File: src/rtl/cfg_seq_pkg.sv
`default_nettype none
// ============================================================================
// Module   : cfg_seq_pkg
// Brief    : Shared types and constants for the camera configuration sequencer.
// Revision : 1.0 - initial release
// ============================================================================
package cfg_seq_pkg;

  typedef enum logic [2:0] {
    IDLE   = 3'd0,
    FETCH  = 3'd1,
    DECODE = 3'd2,
    SEND   = 3'd3,
    DELAY  = 3'd4,
    DONE   = 3'd5
  } state_e;

  localparam logic [15:0] CFG_END            = 16'hFFFF;
  localparam logic [15:0] CFG_DELAY          = 16'hFFF0;
  localparam logic [7:0]  SCCB_WR_ID_DEFAULT = 8'h42;

  // Cycles in a delay entry; 64-bit so large clock/ms products cannot overflow.
  function automatic logic [63:0] delay_cycles(input logic [63:0] clk_f,
                                               input logic [63:0] delay_ms);
    return (delay_ms * clk_f) / 64'd1000;
  endfunction

endpackage
`default_nettype wire

File: src/rtl/cfg_sequencer_if.sv
`default_nettype none
// ============================================================================
// Module   : cfg_sequencer_if
// Brief    : ROM fetch port plus SCCB write request channel of the sequencer.
// Revision : 1.0 - initial release
// ============================================================================
interface cfg_sequencer_if;

  logic [7:0]  rom_addr;
  logic [15:0] rom_data;
  logic        sccb_valid;
  logic        sccb_ready;
  logic [7:0]  sccb_id;
  logic [7:0]  sccb_addr;
  logic [7:0]  sccb_data;

  modport master (
    output rom_addr,
    input  rom_data,
    output sccb_valid,
    input  sccb_ready,
    output sccb_id,
    output sccb_addr,
    output sccb_data
  );

  modport slave (
    input  rom_addr,
    output rom_data,
    input  sccb_valid,
    output sccb_ready,
    input  sccb_id,
    input  sccb_addr,
    input  sccb_data
  );

endinterface
`default_nettype wire

File: src/rtl/cfg_delay_timer.sv
`default_nettype none
// ============================================================================
// Module   : cfg_delay_timer
// Brief    : Loadable down-counter; o_expire is high while the count is zero.
// Revision : 1.0 - initial release
// ============================================================================
module cfg_delay_timer #(
  parameter int                CNT_W    = 1,
  parameter logic [CNT_W-1:0]  LOAD_VAL = '0
) (
  input  wire logic i_clk,
  input  wire logic i_rstn,
  input  wire logic i_load,
  output logic      o_expire
);

  logic [CNT_W-1:0] count_q;
  logic [CNT_W-1:0] count_d;

  // Free-running decrement: the counter parks at zero until the next load.
  always_comb begin
    count_d = count_q;
    if (i_load) begin
      count_d = LOAD_VAL;
    end else if (count_q != '0) begin
      count_d = count_q - {{(CNT_W-1){1'b0}}, 1'b1};
    end
  end

  always_ff @(posedge i_clk or negedge i_rstn) begin
    if (!i_rstn) begin
      count_q <= '0;
    end else begin
      count_q <= count_d;
    end
  end

  assign o_expire = (count_q == '0);

endmodule
`default_nettype wire

File: src/rtl/cfg_sequencer.sv
`default_nettype none
// ============================================================================
// Module   : cfg_sequencer
// Brief    : Walks the config ROM and issues SCCB writes; FFF0 = delay, FFFF = end.
//            Optional SEND watchdog enabled by macro CFG_SEQ_TIMEOUT_EN.
// Revision : 1.0 - initial release
// ============================================================================
module cfg_sequencer
  import cfg_seq_pkg::*;
#(
  parameter int         CLK_F    = 25_000_000,
  parameter int         DELAY_MS = 10,
  parameter logic [7:0] SCCB_ID  = SCCB_WR_ID_DEFAULT
) (
  input  wire logic       i_clk,
  input  wire logic       i_rstn,
  input  wire logic       i_start,
  cfg_sequencer_if.master bus,
  output logic            o_busy,
  output logic            o_done,
  output logic            o_err
);

  localparam logic [63:0] C_DELAY_CYC = delay_cycles(64'(CLK_F), 64'(DELAY_MS));
  localparam int          C_CLOG      = $clog2(C_DELAY_CYC + 64'd1);
  localparam int          C_CNT_W     = (C_CLOG < 1) ? 1 : C_CLOG;
  localparam logic [C_CNT_W-1:0] C_LOAD = C_CNT_W'(C_DELAY_CYC - 64'd1);

  state_e      state_q, state_d;
  logic [7:0]  rom_addr_q, rom_addr_d;
  logic        valid_q, valid_d;
  logic [7:0]  addr_q, addr_d;
  logic [7:0]  data_q, data_d;
  logic        busy_q, busy_d;
  logic        done_q, done_d;

  logic        w_load;
  logic        w_expire;
  logic        w_accept;
  logic        w_last;

`ifdef CFG_SEQ_TIMEOUT_EN
  logic [15:0] wd_q, wd_d;
  logic        err_q, err_d;
`endif

  assign w_load   = (state_q == DECODE) && (bus.rom_data == CFG_DELAY);
  assign w_accept = valid_q && bus.sccb_ready;
  assign w_last   = (rom_addr_q == 8'hFF);

  cfg_delay_timer #(
    .CNT_W    (C_CNT_W),
    .LOAD_VAL (C_LOAD)
  ) u_delay_timer (
    .i_clk    (i_clk),
    .i_rstn   (i_rstn),
    .i_load   (w_load),
    .o_expire (w_expire)
  );

  always_comb begin
    state_d    = state_q;
    rom_addr_d = rom_addr_q;
    addr_d     = addr_q;
    data_d     = data_q;
`ifdef CFG_SEQ_TIMEOUT_EN
    wd_d       = wd_q;
    err_d      = err_q;
`endif
    case (state_q)
      IDLE: begin
        rom_addr_d = 8'd0;
        if (i_start) begin
          state_d = FETCH;
        end
      end
      FETCH: begin
        state_d = DECODE;
      end
      DECODE: begin
        if (bus.rom_data == CFG_END) begin
          state_d = DONE;
        end else if (bus.rom_data == CFG_DELAY) begin
          state_d = DELAY;
        end else begin
          addr_d  = bus.rom_data[15:8];
          data_d  = bus.rom_data[7:0];
          state_d = SEND;
`ifdef CFG_SEQ_TIMEOUT_EN
          wd_d    = 16'd0;
`endif
        end
      end
      SEND: begin
        if (w_accept) begin
          // Entry 255 is the last one addressable; finish rather than wrap.
          if (w_last) begin
            state_d = DONE;
          end else begin
            rom_addr_d = rom_addr_q + 8'd1;
            state_d    = FETCH;
          end
        end
`ifdef CFG_SEQ_TIMEOUT_EN
        else if (wd_q == 16'hFFFE) begin
          err_d   = 1'b1;
          state_d = DONE;
        end else begin
          wd_d = wd_q + 16'd1;
        end
`endif
      end
      DELAY: begin
        if (w_expire) begin
          if (w_last) begin
            state_d = DONE;
          end else begin
            rom_addr_d = rom_addr_q + 8'd1;
            state_d    = FETCH;
          end
        end
      end
      DONE: begin
        if (i_start) begin
          rom_addr_d = 8'd0;
          state_d    = FETCH;
`ifdef CFG_SEQ_TIMEOUT_EN
          err_d      = 1'b0;
`endif
        end
      end
      default: begin
        state_d    = IDLE;
        rom_addr_d = 8'd0;
      end
    endcase

    // Status outputs are registered from the next state so they line up with it.
    valid_d = (state_d == SEND);
    busy_d  = (state_d != IDLE) && (state_d != DONE);
    done_d  = (state_d == DONE);
  end

  always_ff @(posedge i_clk or negedge i_rstn) begin
    if (!i_rstn) begin
      state_q    <= IDLE;
      rom_addr_q <= 8'd0;
      valid_q    <= 1'b0;
      addr_q     <= 8'd0;
      data_q     <= 8'd0;
      busy_q     <= 1'b0;
      done_q     <= 1'b0;
`ifdef CFG_SEQ_TIMEOUT_EN
      wd_q       <= 16'd0;
      err_q      <= 1'b0;
`endif
    end else begin
      state_q    <= state_d;
      rom_addr_q <= rom_addr_d;
      valid_q    <= valid_d;
      addr_q     <= addr_d;
      data_q     <= data_d;
      busy_q     <= busy_d;
      done_q     <= done_d;
`ifdef CFG_SEQ_TIMEOUT_EN
      wd_q       <= wd_d;
      err_q      <= err_d;
`endif
    end
  end

  assign bus.rom_addr   = rom_addr_q;
  assign bus.sccb_valid = valid_q;
  assign bus.sccb_id    = SCCB_ID;
  assign bus.sccb_addr  = addr_q;
  assign bus.sccb_data  = data_q;
  assign o_busy         = busy_q;
  assign o_done         = done_q;
`ifdef CFG_SEQ_TIMEOUT_EN
  assign o_err          = err_q;
`else
  assign o_err          = 1'b0;
`endif

endmodule
`default_nettype wire
File: src/flat_wrapper.sv
// flat-port wrapper written by rule: the top's interface ports become plain ports
module cfg_sequencer_flat import cfg_seq_pkg::*;
#(
  parameter int         CLK_F    = 25_000_000,
  parameter int         DELAY_MS = 10,
  parameter logic [7:0] SCCB_ID  = SCCB_WR_ID_DEFAULT
)
  (i_clk, i_rstn, i_start, o_busy, o_done, o_err, bus_rom_addr, bus_rom_data, bus_sccb_valid, bus_sccb_ready, bus_sccb_id, bus_sccb_addr, bus_sccb_data);
  cfg_sequencer_if bus_i ();
  input  wire logic i_clk;
  input  wire logic i_rstn;
  input  wire logic i_start;
  output logic o_busy;
  output logic o_done;
  output logic o_err;
  output wire logic [$bits(bus_i.rom_addr)-1:0] bus_rom_addr;
  input wire logic [$bits(bus_i.rom_data)-1:0] bus_rom_data;
  output wire logic [$bits(bus_i.sccb_valid)-1:0] bus_sccb_valid;
  input wire logic [$bits(bus_i.sccb_ready)-1:0] bus_sccb_ready;
  output wire logic [$bits(bus_i.sccb_id)-1:0] bus_sccb_id;
  output wire logic [$bits(bus_i.sccb_addr)-1:0] bus_sccb_addr;
  output wire logic [$bits(bus_i.sccb_data)-1:0] bus_sccb_data;
  assign bus_rom_addr = bus_i.rom_addr;
  assign bus_i.rom_data = bus_rom_data;
  assign bus_sccb_valid = bus_i.sccb_valid;
  assign bus_i.sccb_ready = bus_sccb_ready;
  assign bus_sccb_id = bus_i.sccb_id;
  assign bus_sccb_addr = bus_i.sccb_addr;
  assign bus_sccb_data = bus_i.sccb_data;
  cfg_sequencer #(.CLK_F(CLK_F), .DELAY_MS(DELAY_MS), .SCCB_ID(SCCB_ID)) u_core (.i_clk(i_clk), .i_rstn(i_rstn), .i_start(i_start), .bus(bus_i), .o_busy(o_busy), .o_done(o_done), .o_err(o_err));
endmodule
File: config.mk
export PLATFORM = sky130hd
export DESIGN_NAME = cfg_sequencer_flat
export DESIGN_NICKNAME = d
export VERILOG_FILES = /design/src/rtl/cfg_seq_pkg.sv /design/src/rtl/cfg_sequencer_if.sv /design/src/rtl/cfg_delay_timer.sv /design/src/rtl/cfg_sequencer.sv /design/src/flat_wrapper.sv
export SDC_FILE = /design/constraint.sdc
export NUM_CORES = 1
export LEC_CHECK = 0
export ABC_AREA = 1
export BUFFER_PORTS_ARGS = -buffer_cell sky130_fd_sc_hd__buf_2
export CAP_MARGIN = 30
export CORE_MARGIN = 2
export CORE_UTILIZATION = 55
export CTS_CLUSTER_DIAMETER = 60
export DETAILED_ROUTE_END_ITERATION = 12
export HOLD_SLACK_MARGIN = 0.03
export PLACE_DENSITY = 0.81
export SETUP_SLACK_MARGIN = 0.15
export SLEW_MARGIN = 20
export SYNTH_ARGS = -nofsm -noshare
export SYNTH_HDL_FRONTEND = slang
export SYNTH_SLANG_ARGS = --single-unit
File: constraint.sdc
create_clock -name i_clk -period 2.1 [get_ports i_clk]
set_input_delay 0.21 -clock i_clk [delete_from_list [all_inputs] [get_ports i_clk]]
set_output_delay 0.21 -clock i_clk [all_outputs]
set_load 0.005 [all_outputs]
==> reports/summary.txt <==
Number of register bits inferred by synthesis = 48
Setup Crit Path Kind = reg -> reg
Antenna Violating Nets Remaining = 0
Critical path, cell by cell = inv_1 > ha_1 > nand2_2 > nor2_4 > nand3_4 > nand2_4 > nand2_2 > nand2_1 > nand2_1
R2R cell count = 9
Clock Latency Late Sink = 0.30 ns
Fmax = 566 MHz
TritonCTS clock tree = done
GPL Wtd Cong = 0.871
Worst R2R Start = u_core.u_delay_timer.count_q[0]
Largest net degree at the start of global routing = 49
Critical Path Start Type = flop
Static leakage = 1.70 nW
Final-report hold violation count = 0
H-tree depth = 2
Worst EP required = 2.30 ns
CP max FO = 11
Number of setup violations in the final report = 0
Setup TNS = 0 ns
Yosys warns = 0
First-pass GRT wire length = 9200 um
HP Class = in -> reg
Critical Path Slowest Stage Cell = dfrtp_1
IO Port Bufs = 46
CP startpoint = u_core.u_delay_timer.count_q[0]
Vias in the first global route = 2096
Utilization after layout = 0.650
Clock Skews = 0.00501 ns
Critical R2R Capture = u_core.bus.rom_addr[5]
Worst VDD drop = 0.000643 V
Hold Path Depth = 3
Overall Global Routing Usage = 0.218
Dpl hpwl = 4050 um
Clk buf depth = 2
Residual DRC = 0
DP Cell Count = 464
CP endpoint kind = flop
Global route total overflow = 0
Max-cap violation count = 0
Via density = 4.82
Initial core utilization = 0.569
Post-Syn Instances = 354
Post-route insts no fill = 473
# rows = 25
Period minus WS final = 1.77 ns
Post-synthesis sequential area ratio = 0.447
IO Count = 56
DIE AREA = 5460 um^2
DR pass1 iterations = 4
Detailed Route WL = 5460 um
Via count = 2282
Antenna cells = 0
Worst EP arrival = 1.97 ns
Die W = 73.9 um
CP max stage delay = 0.39 ns
Initial DRC count = 97
Core footprint = 4720 um^2
R2r setup slk = 0.33 ns
Cts bufs inserted = 5
Final Max Tran Viols = 0
Clock sink count = 48
Nets = 427
Clock-pin slew on the worst setup and hold paths = 0.09 ns
Die Ht = 73.9 um
Mapped cell area = 2690 um^2
Power Dens Cells = 981 nW/um^2
# fillers = 411
Final period utilization = 0.841
P&R area growth vs syn = 14.3%
Max_slew headroom = 0.602
Worst slew pin tran = 0.596 ns
Synth unique cells = 29
Share of layout cells above drive strength 1 = 0.195
Status = complete, no violations
Critical path endpoint = u_core.bus.rom_addr[5]
Unrepaired setup endpoints after global routing = false
Initial antenna violation count = 0
WL/cell = 11.5 um
Root Buffer = clkbuf_8
Synth Area per Inst = 7.59 um^2
==> cell families after synthesis <==
family                   share of synthesized area
adder cells (fa/ha/maj)                    0.00931
AND/OR/NAND/NOR                              0.376
flip-flops                                   0.447
XOR/XNOR                                    0.0391
AO/OA/AOI/OAI                               0.0400
other                                      0.00279
buffers and inverters                       0.0861
==> cells in the mapped netlist <==
master / count / area, um^2
a21oi_4: 1 / 16.3
nand3_2: 1 / 10.0
a211o_1: 1 / 8.76
or2_2: 2 / 12.5
nor3_1: 7 / 35.0
conb_1: 2 / 7.51
nor2_1: 40 / 150
xnor2_1: 4 / 35.0
a21oi_1: 3 / 15.0
nor2_2: 4 / 25.0
buf_2: 2 / 10.0
buf_6: 1 / 11.3
nand4_1: 7 / 43.8
nand2_4: 2 / 22.5
xor2_1: 8 / 70.1
nand2_2: 3 / 18.8
ha_1: 2 / 25.0
buf_4: 10 / 75.1
nand2_1: 124 / 465
o21ai_0: 9 / 45.0
o211ai_1: 3 / 22.5
nand4_2: 1 / 12.5
nand3b_1: 2 / 15.0
inv_1: 33 / 124
dfrtp_1: 48 / 1200
nand3_1: 25 / 125
nand3_4: 1 / 17.5
nor2_4: 5 / 56.3
inv_2: 3 / 11.3
==> stage by stage <==
step	hold WS [ns]	total power, W	worst slack, ns	cell area (um^2)
finish	0.113	0.00301	0.333	3070
global route	0.123	0.00324	0.191	3070
CTS	0.107	0.00303	0.342	3070
floorplan	-0.0856	0.00200	0.509	2710
global placement	0.337	0.00232	0.431	2950
detailed placement	0.347	0.00236	0.352	2950
==> worst max-delay path, delay by kind of cell, from the launching register on <==
kind / cells / cell delay [ns]
AND/OR/NAND/NOR: 7 / 0.89
flip-flops: 1 / 0.39
adder cells (fa/ha/maj): 1 / 0.27
buffers and inverters: 1 / 0.11
==> state kept, by name, indices dropped and copies added (netlist names) <==
signal,count
u_core.u_delay_timer.count_q,18
u_core.state_q,3
u_core.bus.sccb_data,8
u_core.bus.sccb_addr,8
u_core.bus.rom_addr,8
u_core.o_done,1
u_core.o_busy,1
u_core.bus.sccb_valid,1
==> layout by cell type (no fill, tap or decap), drive strengths merged <==
cell type / n
a211o: 1
o211ai: 3
dlygate4sd3: 1
a21oi: 4
nand3: 27
dfrtp: 48
clkbuf: 6
nand3b: 2
ha: 2
nor2: 49
o21ai: 9
or2: 2
inv: 36
xnor2: 4
buf: 49
clkinv: 1
nor3: 7
nand2: 129
nand4: 8
xor2: 8
conb: 9
bufinv: 1
==> report_power, final <==
part	internal (W)	switching (W)
Clock	0.000354	0.000310
Sequential	0.00116	0.000167
Combinational	0.000388	0.000639
==> metal layers <==
layer  global-route usage  up-vias  part of all wire
met1                0.308     1015              0.47
met4               0.0808        0             0.012
met3               0.0494        7             0.061
met5                    0        -                 0
met2                0.329       68              0.46
li1                     -     1192                 -
==> area by class of cell <==
type                    instances  area [um^2]  share of cell area
inverters                      36          135              0.0440
clock buffers                   6         72.6              0.0236
flip-flops and latches         48         1200               0.391
clock inverters                 2         35.0              0.0114
repair buffers                 50          263              0.0855
multi-input cells             264         1280               0.417
well taps                      67         83.8              0.0273
==> how the worst min path moves through the flow <==
| stage | start | endpoint |
|---|---|---|
| after global placement | i_rstn | u_core.bus.sccb_addr[2] |
| after floorplan | i_rstn | u_core.bus.rom_addr[0] |
| after CTS | bus_rom_data[15] | u_core.bus.sccb_addr[7] |
| after global routing | bus_rom_data[12] | u_core.bus.sccb_addr[4] |
| final | bus_rom_data[15] | u_core.bus.sccb_addr[7] |
| after detailed placement | i_rstn | u_core.bus.sccb_addr[1] |
==> repair_timing <==
action,4_1_cts,5_1_grt
resized for setup,0,0
hold endpoints to repair,48,0
buffers inserted,0,0
hold buffers,1,0
(Power assumes the default switching activity.)
